**src/rtl/aiv_pkg.sv**
```systemverilog
// Shared definitions for the AIV RGB sampler: line FSM encoding, default
// timing constants and fixed field widths.
package aiv_pkg;

    typedef enum logic [1:0] {
        ST_WAIT_HSYNC = 2'd0,
        ST_BACKPORCH  = 2'd1,
        ST_ACTIVE     = 2'd2
    } line_state_t;

    // Default timing, in 81 MHz system clocks unless noted.
    localparam int DEF_PIX_NUM       = 16;    // pixel-rate numerator (MHz)
    localparam int DEF_PIX_DEN       = 81;    // clock-rate denominator (MHz)
    localparam int DEF_H_START       = 972;
    localparam int DEF_ACTIVE_PIXELS = 640;
    localparam int DEF_V_START       = 23;
    localparam int DEF_ACTIVE_LINES  = 256;
    localparam int DEF_HSYNC_MIN     = 162;
    localparam int DEF_VSYNC_THRESH  = 1620;
    localparam int DEF_LOCK_TIMEOUT  = 6480;

    // Rising edges between the raw csync fall and the top seeing hsync_pulse,
    // on top of HSYNC_MIN: two synchroniser stages plus the registered pulse.
    localparam int SYNC_STAGES      = 2;
    localparam int HSYNC_DETECT_LAG = SYNC_STAGES + 1;

    localparam int LINE_W = 9;    // line counter / pixel_y
    localparam int X_W    = 10;   // pixel index / pixel_x

endpackage

```
**src/rtl/aiv_sync_sep.sv**
```systemverilog
// Composite-sync pulse classifier. Measures every low pulse of the already
// synchronised csync and emits single-clock hsync, vsync and loss-of-sync
// strobes.
module aiv_sync_sep
    import aiv_pkg::*;
#(
    parameter int HSYNC_MIN    = DEF_HSYNC_MIN,
    parameter int VSYNC_THRESH = DEF_VSYNC_THRESH,
    parameter int LOCK_TIMEOUT = DEF_LOCK_TIMEOUT
) (
    input  logic clk,
    input  logic reset,
    input  logic csync_n,
    output logic hsync_pulse,
    output logic vsync_pulse,
    output logic timeout_pulse
);

    localparam int PULSE_W   = $clog2(VSYNC_THRESH + 1);
    localparam int TIMEOUT_W = $clog2(LOCK_TIMEOUT + 1);

    logic                 csync_n_d;
    logic [PULSE_W-1:0]   low_cnt;
    logic [PULSE_W-1:0]   low_cnt_next;
    logic [TIMEOUT_W-1:0] idle_cnt;
    logic [TIMEOUT_W-1:0] idle_cnt_next;
    logic                 fall;
    logic                 hs_hit;
    logic                 vs_hit;
    logic                 to_hit;

    // Next-state of the pulse-width and idle counters plus threshold crossings.
    always_comb begin
        // NOTE: every output gets a default first so no path can infer a latch.
        fall          = 1'b0;
        low_cnt_next  = '0;
        idle_cnt_next = idle_cnt;
        hs_hit        = 1'b0;
        vs_hit        = 1'b0;
        to_hit        = 1'b0;

        fall = csync_n_d & ~csync_n;

        // Pulse width: restart at 1 on the falling edge, saturate while low.
        if (fall) begin
            low_cnt_next = PULSE_W'(1);
        end else if (!csync_n) begin
            low_cnt_next = (low_cnt == '1) ? low_cnt : low_cnt + 1'b1;
        end

        // Each threshold fires once, on the clock the count first reaches it.
        if (!csync_n) begin
            hs_hit = (low_cnt_next == PULSE_W'(HSYNC_MIN)) &&
                     (low_cnt != PULSE_W'(HSYNC_MIN));
            vs_hit = (low_cnt_next == PULSE_W'(VSYNC_THRESH)) &&
                     (low_cnt != PULSE_W'(VSYNC_THRESH));
        end

        // Clocks since the last falling edge, saturating at the timeout.
        if (fall) begin
            idle_cnt_next = '0;
        end else if (idle_cnt != TIMEOUT_W'(LOCK_TIMEOUT)) begin
            idle_cnt_next = idle_cnt + 1'b1;
            to_hit        = (idle_cnt_next == TIMEOUT_W'(LOCK_TIMEOUT));
        end
    end

    // Register counters and strobes; vsync wins over hsync on a shared clock.
    always_ff @(posedge clk) begin
        // NOTE: sequential state uses non-blocking assignments only, so every
        // flop samples pre-edge values regardless of statement order.
        if (reset) begin
            csync_n_d     <= 1'b0;
            low_cnt       <= '0;
            idle_cnt      <= '0;
            hsync_pulse   <= 1'b0;
            vsync_pulse   <= 1'b0;
            timeout_pulse <= 1'b0;
        end else begin
            csync_n_d     <= csync_n;
            low_cnt       <= low_cnt_next;
            idle_cnt      <= idle_cnt_next;
            hsync_pulse   <= hs_hit & ~vs_hit;
            vsync_pulse   <= vs_hit;
            timeout_pulse <= to_hit;
        end
    end

endmodule

```
**src/rtl/aiv_sampler.sv**
```systemverilog
// AIV TTL RGB sampler: synchronises the host RGB/csync, separates sync,
// locks to the field, and samples each active line at the pixel rate using a
// fractional phase accumulator.
module aiv_sampler
    import aiv_pkg::*;
#(
    parameter int PIX_NUM       = DEF_PIX_NUM,
    parameter int PIX_DEN       = DEF_PIX_DEN,
    parameter int H_START       = DEF_H_START,
    parameter int ACTIVE_PIXELS = DEF_ACTIVE_PIXELS,
    parameter int V_START       = DEF_V_START,
    parameter int ACTIVE_LINES  = DEF_ACTIVE_LINES,
    parameter int HSYNC_MIN     = DEF_HSYNC_MIN,
    parameter int VSYNC_THRESH  = DEF_VSYNC_THRESH,
    parameter int LOCK_TIMEOUT  = DEF_LOCK_TIMEOUT
) (
    input  logic              clk,
    input  logic              reset,
    input  logic [2:0]        aiv_rgb_async,
    input  logic              aiv_csync_n_async,
    output logic [2:0]        rgb_111,
    output logic              pixel_valid,
    output logic [X_W-1:0]    pixel_x,
    output logic [LINE_W-1:0] pixel_y,
    output logic              line_start,
    output logic              field_start,
    output logic              locked
);

    localparam int ACC_W = $clog2(PIX_DEN + PIX_NUM);
    localparam int BP_W  = $clog2(H_START + 1);

    // Backporch counter value when hsync is recognised: the count of rising
    // edges already elapsed since the raw csync fell.
    localparam int BP_LOAD = HSYNC_MIN + HSYNC_DETECT_LAG;

    logic [2:0]        rgb_s1;
    logic [2:0]        rgb_s2;
    logic              csync_s1;
    logic              csync_s2;

    logic              hsync_pulse;
    logic              vsync_pulse;
    logic              timeout_pulse;

    line_state_t       state;
    logic [BP_W-1:0]   bp_cnt;
    logic [ACC_W-1:0]  acc;
    logic [ACC_W-1:0]  acc_sum;
    logic [X_W-1:0]    pix_cnt;
    logic [LINE_W-1:0] line_cnt;
    logic              vsync_seen;
    logic              take_sample;
    logic              line_active;

    // Two-flop synchronisers for the asynchronous host signals.
    always_ff @(posedge clk) begin
        if (reset) begin
            rgb_s1   <= '0;
            rgb_s2   <= '0;
            csync_s1 <= 1'b0;
            csync_s2 <= 1'b0;
        end else begin
            rgb_s1   <= aiv_rgb_async;
            rgb_s2   <= rgb_s1;
            csync_s1 <= aiv_csync_n_async;
            csync_s2 <= csync_s1;
        end
    end

    aiv_sync_sep #(
        .HSYNC_MIN    (HSYNC_MIN),
        .VSYNC_THRESH (VSYNC_THRESH),
        .LOCK_TIMEOUT (LOCK_TIMEOUT)
    ) u_sync_sep (
        .clk           (clk),
        .reset         (reset),
        .csync_n       (csync_s2),
        .hsync_pulse   (hsync_pulse),
        .vsync_pulse   (vsync_pulse),
        .timeout_pulse (timeout_pulse)
    );

    // Phase step, sample decision and vertical window.
    always_comb begin
        acc_sum     = acc + ACC_W'(PIX_NUM);
        take_sample = (state == ST_ACTIVE) && (acc_sum >= ACC_W'(PIX_DEN));
        line_active = (line_cnt >= LINE_W'(V_START)) &&
                      (line_cnt <= LINE_W'(V_START + ACTIVE_LINES - 1));
    end

    // Line FSM, sampler, line/field bookkeeping and registered outputs.
    always_ff @(posedge clk) begin
        if (reset) begin
            state       <= ST_WAIT_HSYNC;
            bp_cnt      <= '0;
            acc         <= '0;
            pix_cnt     <= '0;
            line_cnt    <= '0;
            vsync_seen  <= 1'b0;
            locked      <= 1'b0;
            rgb_111     <= '0;
            pixel_valid <= 1'b0;
            pixel_x     <= '0;
            pixel_y     <= '0;
            line_start  <= 1'b0;
            field_start <= 1'b0;
        end else begin
            // Strobes and the pixel bus fall back to zero unless a sample fires.
            line_start  <= 1'b0;
            field_start <= 1'b0;
            pixel_valid <= 1'b0;
            rgb_111     <= '0;

            case (state)
                ST_WAIT_HSYNC: begin
                    bp_cnt <= '0;
                end

                ST_BACKPORCH: begin
                    bp_cnt <= bp_cnt + 1'b1;
                    // Load half a pixel of phase so samples land mid-pixel.
                    if (bp_cnt == BP_W'(H_START - 1)) begin
                        state   <= ST_ACTIVE;
                        acc     <= ACC_W'(PIX_DEN / 2);
                        pix_cnt <= '0;
                    end
                end

                ST_ACTIVE: begin
                    if (take_sample) begin
                        acc     <= acc_sum - ACC_W'(PIX_DEN);
                        pix_cnt <= pix_cnt + 1'b1;
                        if (locked && line_active) begin
                            pixel_valid <= 1'b1;
                            rgb_111     <= rgb_s2;
                            pixel_x     <= pix_cnt;
                            pixel_y     <= line_cnt - LINE_W'(V_START);
                        end
                        if (pix_cnt == X_W'(ACTIVE_PIXELS - 1)) begin
                            state <= ST_WAIT_HSYNC;
                        end
                    end else begin
                        acc <= acc_sum;
                    end
                end

                default: begin
                    state <= ST_WAIT_HSYNC;
                end
            endcase

            // Sync events override the FSM; vsync takes precedence over hsync.
            if (vsync_pulse) begin
                field_start <= 1'b1;
                line_cnt    <= '0;
                vsync_seen  <= 1'b1;
            end else if (hsync_pulse) begin
                line_start <= 1'b1;
                line_cnt   <= (line_cnt == '1) ? line_cnt : line_cnt + 1'b1;
                if (vsync_seen) begin
                    locked <= 1'b1;
                end
                // Any hsync, even mid-line, restarts the backporch count.
                state  <= ST_BACKPORCH;
                bp_cnt <= BP_W'(BP_LOAD);
            end

            // Loss of csync drops lock and forces a full vsync + hsync re-sync.
            if (timeout_pulse) begin
                locked     <= 1'b0;
                vsync_seen <= 1'b0;
                state      <= ST_WAIT_HSYNC;
            end
        end
    end

endmodule

```
**config.mk**
```make
export PLATFORM = sky130hd
export DESIGN_NAME = aiv_sampler
export DESIGN_NICKNAME = d
export VERILOG_FILES = /design/src/rtl/aiv_pkg.sv /design/src/rtl/aiv_sync_sep.sv /design/src/rtl/aiv_sampler.sv
export SDC_FILE = /design/constraint.sdc
export NUM_CORES = 1
export LEC_CHECK = 0
export ABC_AREA = 1
export BUFFER_PORTS_ARGS = -buffer_cell sky130_fd_sc_hd__buf_2
export CORE_MARGIN = 4
export CORE_UTILIZATION = 55
export CTS_BUF_LIST = sky130_fd_sc_hd__clkbuf_16
export DETAILED_ROUTE_END_ITERATION = 8
export GPL_TIMING_DRIVEN = 0
export PLACE_DENSITY = 0.83
export SLEW_MARGIN = 25
export SYNTH_ARGS = -nofsm -noshare
export SYNTH_HDL_FRONTEND = slang
export SYNTH_SLANG_ARGS = --single-unit
```
**constraint.sdc**
```tcl
create_clock -name clk -period 2.1 [get_ports clk]
set_clock_uncertainty 0.2 [all_clocks]
set_input_delay 0.105 -clock clk [delete_from_list [all_inputs] [get_ports clk]]
set_output_delay 0.105 -clock clk [all_outputs]
set_load 0.02 [all_outputs]
```
Word level (Yosys, flattened, before mapping)
Cells that the tools add are included.

Bits in registers: 101. Input port bits: 6. Output and inout bits: 26.

Reduce and logical (&&, ||, !) cells: 18. Eq/ne operators: 14. Muxes and demuxes: 23. $add $sub $neg: 8. $lt $le $gt $ge: 3. Bitwise logic cells: 10.

Operators by type and width (count): $mux 10 (4); $pmux 10 s2 (2); $mux 11 (3); $eq 11x11->1 const B (2); $add 10x1->10 const B (2); $eq 10x10->1 const B (2); $mux 7 (2); $pmux 7 s2 (1); $add 13x1->13 const B (1); $eq 13x13->1 const B (1); $ne 13x13->1 const B (1); $add 11x1->11 const B (1); $eq 11x8->1 const B (1); $ne 11x11->1 const B (1); $ne 11x8->1 const B (1); $mux 2 (5); $add 9x1->9 const B (1); $eq 9x9->1 const B (1); $ge 9x5->1 const B (1); $le 9x9->1 const B (1); $reduce_and 3->1 (3); $sub 9x5->9 const B (1); $not 1->1 (8); $add 7x5->7 const B (1); 15 further kinds (29).

Depth between registers and ports, before layout
Depth in word-level cells: 9. Mapped depth: 13. Gate-level depth less buffers: 12.

Cells and area by module
Synthesis repeated with hierarchy kept, for this count alone.

Cells, all modules: 757. Area total of the unflattened synthesis: 5167.5 um^2.

Modules (own cells, without submodules): aiv_sampler (area an instance 3544.6 um^2, instances 1, sequential area each 1461.4 um^2, cells an instance 503); aiv_sync_sep (area an instance 1622.8 um^2, instances 1, sequential area each 560.5 um^2, cells an instance 254).

Least setup slack after synthesis
No wires, ideal clock.

Kind: register to register. Start: register line_cnt[0]. End: register line_cnt[7]. Library setup time: 0.119 ns. Stages on the path, launching flop included: 13. Buffers on the path: 0. Period minus slack after synthesis: 2.257 ns. Arrival time: 1.938 ns. Slack: -0.157 ns. Cells stage by stage: dfxtp_1 ha_1 nand2_1 inv_1 nand3_1 nor3_1 ha_1 nor2_1 inv_2 nor3_1 nand2_1 o21ai_0 a21oi_1.

Longest elaborated chain between the ends: 3. Elaborated cells between the ends (all ways): 4. Those cells by class: add/sub: 1; eq/ne: 1; bitwise: 1; reduce/logical: 1.

Ends and longest elaborated chain: from (decl) (RTL line aiv_sampler.sv:51) `logic [LINE_W-1:0] line_cnt;`; from (signal assigned) (RTL line aiv_sampler.sv:160) `line_cnt <= (line_cnt == '1) ? line_cnt : line_cnt + 1'b1;`; parallel branches: the longest is 3 deep, another holds $add 9x1->9.

Parallel ways; which one is timed is not known. A chain may end at the register's enable or synchronous reset.

Worst setup path after layout
Same ends and word-level chain as after synthesis.

==> qor.yml <==
cells_and_area:
  drive_gt1_share_pct: 16.9
  syn_to_final_growth_pct: 17.3
  instances_no_fill: 933
  final_nets: 823
  fillerInstances: 764
  antennaDiodeCount: 0
  layout_common_cells: "nand2_1 (141), nor2_1 (121), dfxtp_1 (96), inv_1 (90), nand3_1 (59)"
  final_common_cell: "nand2_1"
drt:
  num_vias: 4910
  remaining_drc_errors: 0
  postRouteAntennaNets: 0
  avgRoutedWirePerCell_um: 13.0
  wirelength_um: 12100
  first_pass_iters: 6
  drt-vias-per-instance: 5.26
  drt_iter0_drc: 262
synth:
  ys_seq_elements: 101
  synth.largest_area_cell: "dfxtp_1"
  ys_warn_count: 0
  synthDistinctLibCells: 47
  synth_area_per_cell_um2: 7.03
  netlist_area_um2: 5230
  synth-main-ff-cell: "dfxtp_1"
  synth-edff-count: 0
  synthCells: 743
  synth.yosys.seq_area_share_pct: 38.7
  yosysTopAreaCellShare_pct: 38.7
  yosys-top-cells-area: "dfxtp_1 (39%), nand2_1 (10%), nor2_1 (9.0%)"
  synth_fp_nets: 767
  ys_async_sr_fraction_pct: 0
floorplanning:
  core-area_um2: 9240
  dieHeight_um: 105
  ios: 32
  fp.dieW_um: 105
  dieArea_um2: 11100
  initial_core_util_pct: 56.6
  num_rows: 35
global_route:
  grt_use_met3_pct: 4.41
  grt_busiest_layer: "met2"
  grt_pass1_wl_um: 20700
  use_met1_pct: 27.3
  grt_pass1_vias: 4730
  overflow: 0
  grt_use_total_pct: 22.2
  use_met2_pct: 38.5
  antenna_found_initial: 0
  grt_max_degree: 19
power_and_ir_drop:
  total_leakage_power_uw: 0.00261
  internal_power_uw: 2920
  power_density_nw_per_um2: 618
  ir_drop_v: 0.000383
  p_sw_uw: 869
  pwr-share-seq_pct: 51.4
  power_frac_comb_pct: 3.5
  swShare_pct: 23.0
  clkPwrFrac_pct: 45.1
sta:
  finalCriticalPeriod_ns: 2.02
  slew_headroom_pct: 61.8
  whs_ns: 0.205
  fmax_mhz: 494
  slew_viol_final: 0
  fin_crit_sh_pct: 96.4
  rsz0062_at_grt: "yes"
  setup_viol: 0
  layout_setup_ws_ns: 0.0751
  worst_slew_pin_slew_ns: 0.573
  hold_viol_final: 0
run:
  maxCapViolCount: 0
placement:
  dp_hpwl_um: 8690
  place.gp.congestion: 0.920
  dp_cells: 903
  portBuffers: 31
  dpl_worst_slack_ns: -0.247
cts:
  worstSkewPairLatency_ns: 0.35
  clkSlewWorstSetupHoldPaths_ns: 0.08
  cts_buffer_depth: 2
  tritoncts: "yes"
  cts.sinks: 101
  cts_buffers: 9
  cts.htree.levels: 3
  cts_root_buffer: "clkbuf_16"
setup_path:
  worstPathArrival_ns: 2.07
  critPathSlowestCell: "dfxtp_2"
  cp_data_required_time_ns: 2.14
  cp_max_fo: 9
  end_kind: "flop"
  crit_type: "flop to flop"
  cp-start-kind: "flop"
  crit_chain: "ha_2 > nand2_2 > inv_1 > nand3_2 > nor3_2 > ha_1 > nor2_4 > inv_4 > nor3_4 > nand2_1 > o21ai_1 > a21oi_1"
  worst_path_largest_cell_delay_ns: 0.34
outcome:
  status: "finished clean"
hold_path:
  worstHoldPathType: "flop to flop"
## through the flow
step	util, %	setup TNS (ns)	total power [µW]	instance area [µm²]
finish	66.3	0	3790	6130
global placement	60.1	-0.158	2110	5560
detailed placement	60.1	-0.732	2110	5560
CTS	64.3	-0.0216	3800	5940
floorplan	-	0	2070	5240
global route	66.3	-0.0286	3910	6130
## worst paths after layout
check	from	to	slack, ns	depth (start not counted)
setup / recovery	line_cnt[0]	line_cnt[7]	0.08	12
hold / removal	rgb_s1[1]	rgb_s2[1]	0.20	2
setup reg to reg	line_cnt[0]	line_cnt[7]	0.08	12
hold reg to reg	rgb_s1[1]	rgb_s2[1]	0.20	2
## cell usage after synthesis, drive strengths merged, types with 2 or more instances
| cell type | count |
|---|---|
| o21ai | 19 |
| buf | 8 |
| nand3b | 4 |
| a221oi | 2 |
| a31oi | 2 |
| o211ai | 2 |
| nor2 | 151 |
| dfxtp | 101 |
| nor3 | 23 |
| a21oi | 35 |
| or2 | 4 |
| nand2 | 148 |
| ha | 18 |
| nand4 | 23 |
| a211oi | 2 |
| inv | 96 |
| xnor2 | 4 |
| xor2 | 16 |
| o21bai | 4 |
| clkbuf | 7 |
| nand3 | 64 |
## layout make-up
class / instances / area [µm²] / area share, %
Buffer: 14 / 95.1 / 1.55
Inverter: 97 / 375 / 6.12
Timing Repair Buffer: 46 / 293 / 4.78
Multi-Input combinational cell: 530 / 2870 / 46.8
Clock buffer: 9 / 225 / 3.67
Sequential cell: 101 / 2030 / 33.1
Clock inverter: 7 / 81.3 / 1.33
Tap cell: 129 / 161 / 2.63
## worst max-delay path: cells and delay by family, from the launching register on
kind            cells  cell delay [ns]
flops               1             0.34
simple gates        6             0.64
compound gates      2             0.18
fa+ha+maj           2             0.41
buf+inv             2             0.15
## metal layers
| metal | share of wire [%] | wire length, µm | vias to the layer above |
|---|---|---|---|
| li1 | - | - | 2501 |
| met1 | 44 | 5300 | 2271 |
| met2 | 50 | 6020 | 120 |
| met3 | 4.5 | 542 | 18 |
| met4 | 1.9 | 233 | 0 |
| met5 | 0 | 0 | - |
## sequential cells by signal, indices dropped and copies added (netlist names), 7 cells and up
register,count
u_sync_sep.idle_cnt,13
u_sync_sep.low_cnt,11
bp_cnt,10
pix_cnt,10
pixel_x,10
line_cnt,9
pixel_y,9
acc,7
## cells by family (layout without fill, tap and decap cells)
group                      Yosys count  after routing  share of synthesized area [%]
AOI/OAI and AO/OA                   69             69                           7.40
buffers and inverters              112            173                           8.76
xor gates and xnor gates            20             20                           3.50
and+or+nand+nor                    423            423                           37.3
adders and majority gates           18             18                           4.31
DFF                                101            101                           38.7
## what timing repair did
action / 4_1_cts / 5_1_grt
pin swaps: 2 / 3
buffers inserted: 2 / 8
hold endpoints to repair: 8 / 0
endpoints found under the setup margin: 19 / 44
gates resized for setup: 8 / 33
hold buffers: 5 / 0
## power groups by stage
stage	Combinational, µW	Clock [µW]	Sequential, µW
2_1_floorplan	89.4	0	1980
3_3_place_gp	120	0	1990
3_5_place_dp	124	0	1990
4_1_cts	133	1730	1940
5_1_grt	157	1810	1950
6_report	134	1710	1940
(Power assumes the default switching activity.)
